`config.mk`:
```
export PLATFORM = sky130hd
export DESIGN_NAME = riscv_lsu
export DESIGN_NICKNAME = d
export VERILOG_FILES = /design/src/rtl/riscv_lsu.sv
export SDC_FILE = /design/constraint.sdc
export NUM_CORES = 1
export LEC_CHECK = 0
export BUFFER_PORTS_ARGS = -buffer_cell sky130_fd_sc_hd__buf_2
export CORE_MARGIN = 2
export CORE_UTILIZATION = 40
export CTS_CLUSTER_SIZE = 14
export DETAILED_ROUTE_END_ITERATION = 10
export PLACE_DENSITY = 0.72
export SLEW_MARGIN = 10
export SYNTH_ARGS = -nofsm -noshare
export SYNTH_HDL_FRONTEND = slang
export SYNTH_SLANG_ARGS = --single-unit
```
`constraint.sdc`:
```
create_clock -name clk -period 7 [get_ports clk]
set_clock_uncertainty 0.1 [all_clocks]
set_input_delay 1.4 -clock clk [delete_from_list [all_inputs] [get_ports clk]]
set_output_delay 1.4 -clock clk [all_outputs]
set_load 0.1 [all_outputs]
```
`src/rtl/riscv_lsu.sv`:
```
`default_nettype none
// ============================================================================
//  Module      : riscv_lsu
//  Description : Load/store unit between the core datapath and a
//                variable-latency data memory port. Handles byte, halfword,
//                word and (XLEN=64) doubleword accesses with sign/zero
//                extension on loads and byte-enable generation on stores.
//                Core side uses busy/done; memory side uses req/gnt/rvalid.
//  Revision    : 1.0 - initial release
// ============================================================================
module riscv_lsu #(
    parameter int XLEN      = 32,
    parameter bit MEM_ALIGN = 1'b1
) (
    input  logic              clk,
    input  logic              reset,
    input  logic              valid_i,
    input  logic              is_store_i,
    input  logic [2:0]        funct3_i,
    input  logic [XLEN-1:0]   addr_i,
    input  logic [XLEN-1:0]   wdata_i,
    output logic              busy_o,
    output logic              done_o,
    output logic [XLEN-1:0]   rdata_o,
    output logic              misalign_o,
    output logic              mem_req_o,
    output logic              mem_we_o,
    output logic [XLEN-1:0]   mem_addr_o,
    output logic [XLEN/8-1:0] mem_be_o,
    output logic [XLEN-1:0]   mem_wdata_o,
    input  logic              mem_gnt_i,
    input  logic              mem_rvalid_i,
    input  logic [XLEN-1:0]   mem_rdata_i
);

    localparam int c_nb   = XLEN / 8;
    localparam int c_offw = $clog2(c_nb);

    localparam logic [1:0] c_st_idle = 2'd0;
    localparam logic [1:0] c_st_req  = 2'd1;
    localparam logic [1:0] c_st_wait = 2'd2;
    localparam logic [1:0] c_st_done = 2'd3;

    logic [1:0]        r_state;
    logic [1:0]        w_state_next;
    logic              r_store;
    logic [2:0]        r_funct3;
    logic [XLEN-1:0]   r_addr;
    logic [XLEN-1:0]   r_wdata;
    logic [XLEN-1:0]   r_rdata;
    logic              r_fault;

    logic [c_offw-1:0] w_in_off;
    logic [c_offw-1:0] w_off;
    logic              w_accept;
    logic              w_fault;
    logic [c_nb-1:0]   w_size_mask;
    logic [XLEN-1:0]   w_rshift;
    logic [XLEN-1:0]   w_word_sext;
    logic [XLEN-1:0]   w_word_zext;
    logic [XLEN-1:0]   w_ext;

    assign w_in_off = addr_i[c_offw-1:0];
    assign w_off    = r_addr[c_offw-1:0];
    assign w_accept = (r_state == c_st_idle) && valid_i;

    // Classify the incoming access: unsupported encodings and lane misalignment fault
    always_comb begin
        w_fault = 1'b0;
        case (funct3_i[1:0])
            2'b01:   if (w_in_off[0])            w_fault = 1'b1;
            2'b10:   if (w_in_off[1:0] != 2'b00) w_fault = 1'b1;
            2'b11:   if ((XLEN == 32) || (w_in_off != '0)) w_fault = 1'b1;
            default: w_fault = 1'b0;
        endcase
        if (funct3_i == 3'b111)                   w_fault = 1'b1;
        if ((funct3_i == 3'b110) && (XLEN == 32)) w_fault = 1'b1;
        if (is_store_i && funct3_i[2])            w_fault = 1'b1;
    end

    // State register
    always_ff @(posedge clk or posedge reset) begin
        if (reset) r_state <= c_st_idle;
        else       r_state <= w_state_next;
    end

    // Next-state logic; faults skip the memory and complete immediately
    always_comb begin
        w_state_next = r_state;
        case (r_state)
            c_st_idle: if (valid_i)      w_state_next = w_fault ? c_st_done : c_st_req;
            c_st_req:  if (mem_gnt_i)    w_state_next = r_store ? c_st_done : c_st_wait;
            c_st_wait: if (mem_rvalid_i) w_state_next = c_st_done;
            default:                     w_state_next = c_st_idle;
        endcase
    end

    // Capture the access attributes when a new request is accepted
    always_ff @(posedge clk or posedge reset) begin
        if (reset) begin
            r_store  <= 1'b0;
            r_funct3 <= 3'b000;
            r_addr   <= '0;
            r_wdata  <= '0;
            r_fault  <= 1'b0;
        end else if (w_accept) begin
            r_store  <= is_store_i;
            r_funct3 <= funct3_i;
            r_addr   <= addr_i;
            r_wdata  <= wdata_i;
            r_fault  <= w_fault;
        end
    end

    // Lane-align the returned data; the word extensions only differ when XLEN is 64
    assign w_rshift = mem_rdata_i >> {w_off, 3'b000};

    generate
        if (XLEN == 64) begin : g_word64
            assign w_word_sext = {{32{w_rshift[31]}}, w_rshift[31:0]};
            assign w_word_zext = {32'b0, w_rshift[31:0]};
        end else begin : g_word32
            assign w_word_sext = w_rshift;
            assign w_word_zext = w_rshift;
        end
    endgenerate

    // Sign- or zero-extend the aligned load data according to the load type
    always_comb begin
        w_ext = w_rshift;
        case (r_funct3)
            3'b000:  w_ext = {{(XLEN-8){w_rshift[7]}},   w_rshift[7:0]};
            3'b001:  w_ext = {{(XLEN-16){w_rshift[15]}}, w_rshift[15:0]};
            3'b010:  w_ext = w_word_sext;
            3'b100:  w_ext = {{(XLEN-8){1'b0}},  w_rshift[7:0]};
            3'b101:  w_ext = {{(XLEN-16){1'b0}}, w_rshift[15:0]};
            3'b110:  w_ext = w_word_zext;
            default: w_ext = w_rshift;
        endcase
    end

    // Load result register; only a completing load updates it
    always_ff @(posedge clk or posedge reset) begin
        if (reset)                                      r_rdata <= '0;
        else if ((r_state == c_st_wait) && mem_rvalid_i) r_rdata <= w_ext;
    end

    // Byte-enable pattern for the access size before lane shifting
    always_comb begin
        w_size_mask = '0;
        case (r_funct3[1:0])
            2'b00:   w_size_mask = c_nb'(8'h01);
            2'b01:   w_size_mask = c_nb'(8'h03);
            2'b10:   w_size_mask = c_nb'(8'h0F);
            default: w_size_mask = c_nb'(8'hFF);
        endcase
    end

    generate
        if (MEM_ALIGN) begin : g_align
            assign mem_addr_o = {r_addr[XLEN-1:c_offw], {c_offw{1'b0}}};
        end else begin : g_no_align
            assign mem_addr_o = r_addr;
        end
    endgenerate

    assign mem_wdata_o = r_wdata << {w_off, 3'b000};
    assign rdata_o     = r_rdata;

    // State-decoded handshake outputs; request qualifiers are zero outside REQ
    always_comb begin
        busy_o     = (r_state != c_st_idle);
        done_o     = (r_state == c_st_done);
        misalign_o = (r_state == c_st_done) && r_fault;
        mem_req_o  = (r_state == c_st_req);
        mem_we_o   = (r_state == c_st_req) && r_store;
        mem_be_o   = (r_state == c_st_req) ? (w_size_mask << w_off) : '0;
    end

endmodule
`default_nettype wire
```
==> results.md, run 1 <==
* Fmax at 250 MHz
* Area leader, netlist: dfrtp_1
* H-tree depth at 3
* Post-CTS setup repair buffer count at 0
* Reg2reg start: r_addr[0]$_DFFE_PP0P_
* P&R area growth vs syn at 23.0%
* Final GP Congestion at 0.878
* ANT cells at 0
* First-pass GRT wire length at 20,800 um
* Hold Vio Cnt, Final at 0
* Setup-failing EPs final at 0
* Yosys top cell area share at 0.489
* Worst path required time at 5.50 ns
* Post-synthesis cell area at 5270 um^2
* Nets@finish at 757
* Total CTS buffers at 9
* Detail Placement HPWL at 9820 um
* Largest net degree at the start of global routing at 61
* Vias in the first global route at 4,232
* Slew @ Worst Pin at 0.960 ns
* Final Max Tran Viols at 0
* Hold_buf cts at 0
* DR vias at 4,155
* Area of the core at 12,700 um^2
* Total Wirelength at 13,000 um
* CTS clk-pin slew, worst paths at 0.07 ns
* Post-CTS Resized at 0
* Startpoint types: flop
* Maximum root-to-sink buffer count at 2
* Yosys warns at 0
* Share of the core filled with cells at 0.509
* IO buf count at 207
* Total Die Area at 14,100 um^2
* Clock root buffer: clkbuf_16
* Crit. Startpoint: r_addr[1]$_DFFE_PP0P_
* Total gr overflow at 0
* Initial DRT Pass Iterations at 4
* Critical path fanouts, max at 44
* Via density at 5.04
* Rel. slew slack at 0.358
* Syn Area/Cell at 10.8 um^2
* Rows at 41
* Hold Crit Start: r_fault$_DFFE_PP0P_
* Routed len/inst at 15.8 um
* CP arrival at 2.50 ns
* Final worst path period share at 0.572
* CTS tree: built
* FF-to-FF path depth at 5
* Hold Path Cell Cnt at 2
* Clk_lat worst skew at 0.35 ns
* Setup crit end kind: output port
* Seq/Total Area, Yosys at 0.489
* Initial antenna violation count at 0
* Die H at 119 um
* Max-Cap Viols at 0
* Min Clock Period, post-route at 4.00 ns
* Layout cell share with drive strength beyond 1 at 0.475
* Final ANT Viol Nets at 0
* RSZ-0062 raised after global routing: no
* Synth area leaders: dfrtp_1 49%, mux2_2 16%, mux2i_1 5.9%
* Status: finished clean
* Distinct cell type count of the synthesized netlist at 30
* Worst Hold Class: flop to flop
* Cells after synthesis at 487
* Critical path class: flop to output port
* Tot GR Track Use at 0.186
* Die W at 119 um
* Starting Density at 0.414
* DRC viols at 0
* Clk sink count at 103
* Starting DRT DRC Count at 244
* Setup_tns at 0 ns
* Synthesis-stage register bit count at 103
* IO Pins at 210
## kinds of logic (layout without fill, tap and decap cells)
| logic type | after synthesis | in the layout | share of synthesized area |
|---|---|---|---|
| mux | 108 | 108 | 0.226 |
| flops | 103 | 103 | 0.489 |
| buf+inv | 69 | 234 | 0.0770 |
| compound gates | 96 | 96 | 0.107 |
| other cells | 1 | 2 | 0.000712 |
| fa+ha+maj | 4 | 4 | 0.00950 |
| simple gates | 106 | 106 | 0.0905 |
## stage by stage
stage,area (um^2),hold WS (ns),worst slack (ns),cells
2_1_floorplan,5270,0.341,1.73,488
3_3_place_gp,6180,0.353,3.45,809
3_5_place_dp,6180,0.369,3.36,809
4_1_cts,6470,0.384,2.96,825
5_1_grt,6470,0.416,2.82,825
6_report,6470,0.377,3.00,825
## routing by layer
metal	vias up	GRT usage	part of all wire
met1	2011	0.235	0.43
li1	1968	-	-
met5	-	0	0
met2	151	0.308	0.49
met4	0	0.0826	0.024
met3	25	0.0372	0.057
## final timing paths
check	slack, ns	end
worst max register to register	4.21	rdata_o[18]$_DFFE_PP0P_
min in group asynchronous	1.03	rdata_o[30]$_DFFE_PP0P_
worst max-delay path	3.00	mem_wdata_o[21]
worst min register to register	0.38	r_fault$_DFFE_PP0P_
max in group asynchronous	4.65	r_addr[0]$_DFFE_PP0P_
worst min-delay path	0.38	r_fault$_DFFE_PP0P_
## flip-flops by register name (all words and copies together), names as in the netlist
name,cells
rdata_o,32
r_store,1
r_wdata,32
r_fault,1
r_state,2
r_funct3,3
r_addr,32
## critical path, stage by stage, from the launching register on
cell	delay, ns
dfrtp_2	0.57
buf_4	0.37
nor2b_1	0.34
buf_4	0.27
nand2_1	0.07
o21ai_0	0.07
buf_2	0.45
## cells in the final DEF (no fill, tap or decap), drive strengths merged, types with 2 or more instances in the layout
| master | count |
|---|---|
| buf | 212 |
| dfrtp | 103 |
| nor3 | 5 |
| o2bb2ai | 7 |
| mux2 | 76 |
| inv | 6 |
| and2 | 11 |
| nand2 | 32 |
| a211oi | 10 |
| nor2b | 9 |
| nor2 | 45 |
| mux2i | 31 |
| o31ai | 3 |
| o21ai | 16 |
| ha | 4 |
| conb | 2 |
| clkinv | 3 |
| a21oi | 56 |
| clkbuf | 12 |
## final cells by class
type,count,area (um^2)
multi-input cells,316,2290
flip-flops and latches,103,2580
repair buffers,212,1070
inverters,6,25.0
fillers,1212,6250
clock inverters,4,45.0
clock buffers,12,246
well taps,172,215
## Yosys cell counts (all sizes together)
master	count
nand2b	1
dfrtp	103
mux2	76
nand2	32
o21ai	16
conb	1
o2bb2ai	7
buf	53
a21oi	56
a211oi	10
nor3	5
mux2i	31
and2	11
mux4	1
inv	6
nor2b	9
o31ai	3
clkbuf	10
o221ai	1
ha	4
nor4	1
or2	1
o22ai	1
a221oi	1
nor3b	1
a31oi	1
nor2	45
Power of run 1 is not shown: default switching activity piles up to over one toggle a cycle in this logic, so the estimate is an artifact.
==> run 2: changes to the inputs <==
Clock period 7 ns to 3.8 ns, I/O delays scaled along.
==> run 2 against run 1 <==
Register-to-register slack worse by 3.0 ns. Worst setup slack worse by 2.3 ns. Die area unchanged. Sequential share of layout area down 0.96 points. Critical endpoint is now mem_wdata_o[24].
==> results.md, run 2 (same netlist as run 1, synthesis figures left out) <==
* First-pass GRT wire length at 21,300 um
* Final Non-Filler Cells at 829
* Setup crit end kind: output port
* Hold Vio Cnt, Final at 0
* Placed cells at 813
* Largest net degree at the start of global routing at 50
* Critical path fanouts, max at 38
* Reg area at 2580 um^2
* Total Die Area at 14,100 um^2
* Final GP Congestion at 0.841
* P&R area growth vs syn at 26.0%
* Most frequent cells in the layout: 199 x buf_2, 101 x dfrtp_1, 76 x mux2_2
* Nets@finish at 761
* Maximum root-to-sink buffer count at 2
* CTS clk-pin slew, worst paths at 0.07 ns
* Starting Density at 0.414
* CP arrival at 2.26 ns
* Die W at 119 um
* Die H at 119 um
* Hold Crit Start: rdata_o[2]$_DFFE_PP0P_
* H-tree depth at 3
* CTS tree: built
* Clock root buffer: clkbuf_16
* Routed len/inst at 16.1 um
* Final Cell Area at 6640 um^2
* Layout cell share with drive strength beyond 1 at 0.481
* Min Clock Period, post-route at 3.12 ns
* Starting DRT DRC Count at 150
* Clk_lat worst skew at 0.34 ns
* Detail Placement HPWL at 10,100 um
* Initial antenna violation count at 0
* Final worst path period share at 0.820
* Clk sink count at 103
* Fmax at 321 MHz
* Final ANT Viol Nets at 0
* Multi-input logic area at 2290 um^2
* Worst path required time at 2.94 ns
* Critical path class: flop to output port
* Rel. slew slack at 0.331
* IO buf count at 207
* Post-CTS setup repair buffer count at 0
* Max-Cap Viols at 0
* ANT cells at 0
* Hold_buf cts at 0
* Status: finished clean
* Total CTS buffers at 9
* Final Max Tran Viols at 0
* Startpoint types: flop
* Tot GR Track Use at 0.191
* Worst Hold Class: flop to flop
* Reg2reg start: r_addr[1]$_DFFE_PP0P_
* Final-layout fill cell count at 1,209
* Total gr overflow at 0
* Total Wirelength at 13,400 um
* DRC viols at 0
* IO Pins at 210
* Post-DP Area at 6340 um^2
* Setup-failing EPs final at 0
* Post-CTS Resized at 0
* Slew @ Worst Pin at 1.00 ns
* Hold Slack at 0.379 ns
* DR vias at 4,172
* Via density at 5.03
* Area of the core at 12,700 um^2
* Share of the core filled with cells at 0.522
* Initial DRT Pass Iterations at 4
* RSZ-0062 raised after global routing: no
* Vias in the first global route at 4,218
* Commonest non-fill, non-tap cell in the layout: buf_2
* Rows at 41
* Crit. Startpoint: r_addr[1]$_DFFE_PP0P_
[run 2: changes by cell type in the layout (fill, tap and decap cells not counted), sizes merged]
cell / before / now
clkinv: 3 / 1
clkinvlp: 0 / 1
bufinv: 1 / 0
clkbuf: 12 / 14
buf: 212 / 216
[run 2: path summary, 6_finish.rpt]
kind | end | slack [ns] | depth (start not counted)
setup / recovery | mem_wdata_o[24] | 0.68 | 4
hold / removal | rdata_o[2]$_DFFE_PP0P_ | 0.38 | 2
setup reg to reg | rdata_o[27]$_DFFE_PP0P_ | 1.18 | 5
hold reg to reg | rdata_o[2]$_DFFE_PP0P_ | 0.38 | 2
max in group asynchronous | r_addr[30]$_DFFE_PP0P_ | 2.40 | 3
min in group asynchronous | rdata_o[28]$_DFFE_PP0P_ | 0.40 | 2
[run 2: area by class of cell]
class                   count  area share
inverters                   6     0.00377
well taps                 172      0.0324
clock inverters             2     0.00189
flip-flops and latches    103       0.389
multi-input cells         316       0.346
clock buffers              14      0.0428
repair buffers            216       0.184
[run 2: stage by stage]
| stage | TNS, ns | setup slack [ns] |
|---|---|---|
| 2_1_floorplan | -1.50 | -0.702 |
| 3_3_place_gp | 0 | 1.03 |
| 3_5_place_dp | 0 | 1.00 |
| 4_1_cts | 0 | 0.614 |
| 5_1_grt | 0 | 0.409 |
| 6_report | 0 | 0.684 |
[run 2: worst max-delay path: stages (launching register included)]
cell and delay, ns:
dfrtp_2 0.82, buf_4 0.35, mux2i_1 0.12, a21oi_1 0.16
buf_2 0.44
[run 2: layer usage]
metal | track usage | up-vias | share of wire
met1 | 0.248 | 2008 | 0.43
li1 | - | 1984 | -
met4 | 0.0774 | 0 | 0.025
met5 | 0 | - | 0
met2 | 0.310 | 160 | 0.49
met3 | 0.0420 | 20 | 0.063
Power of run 2 is left out for the same reason.
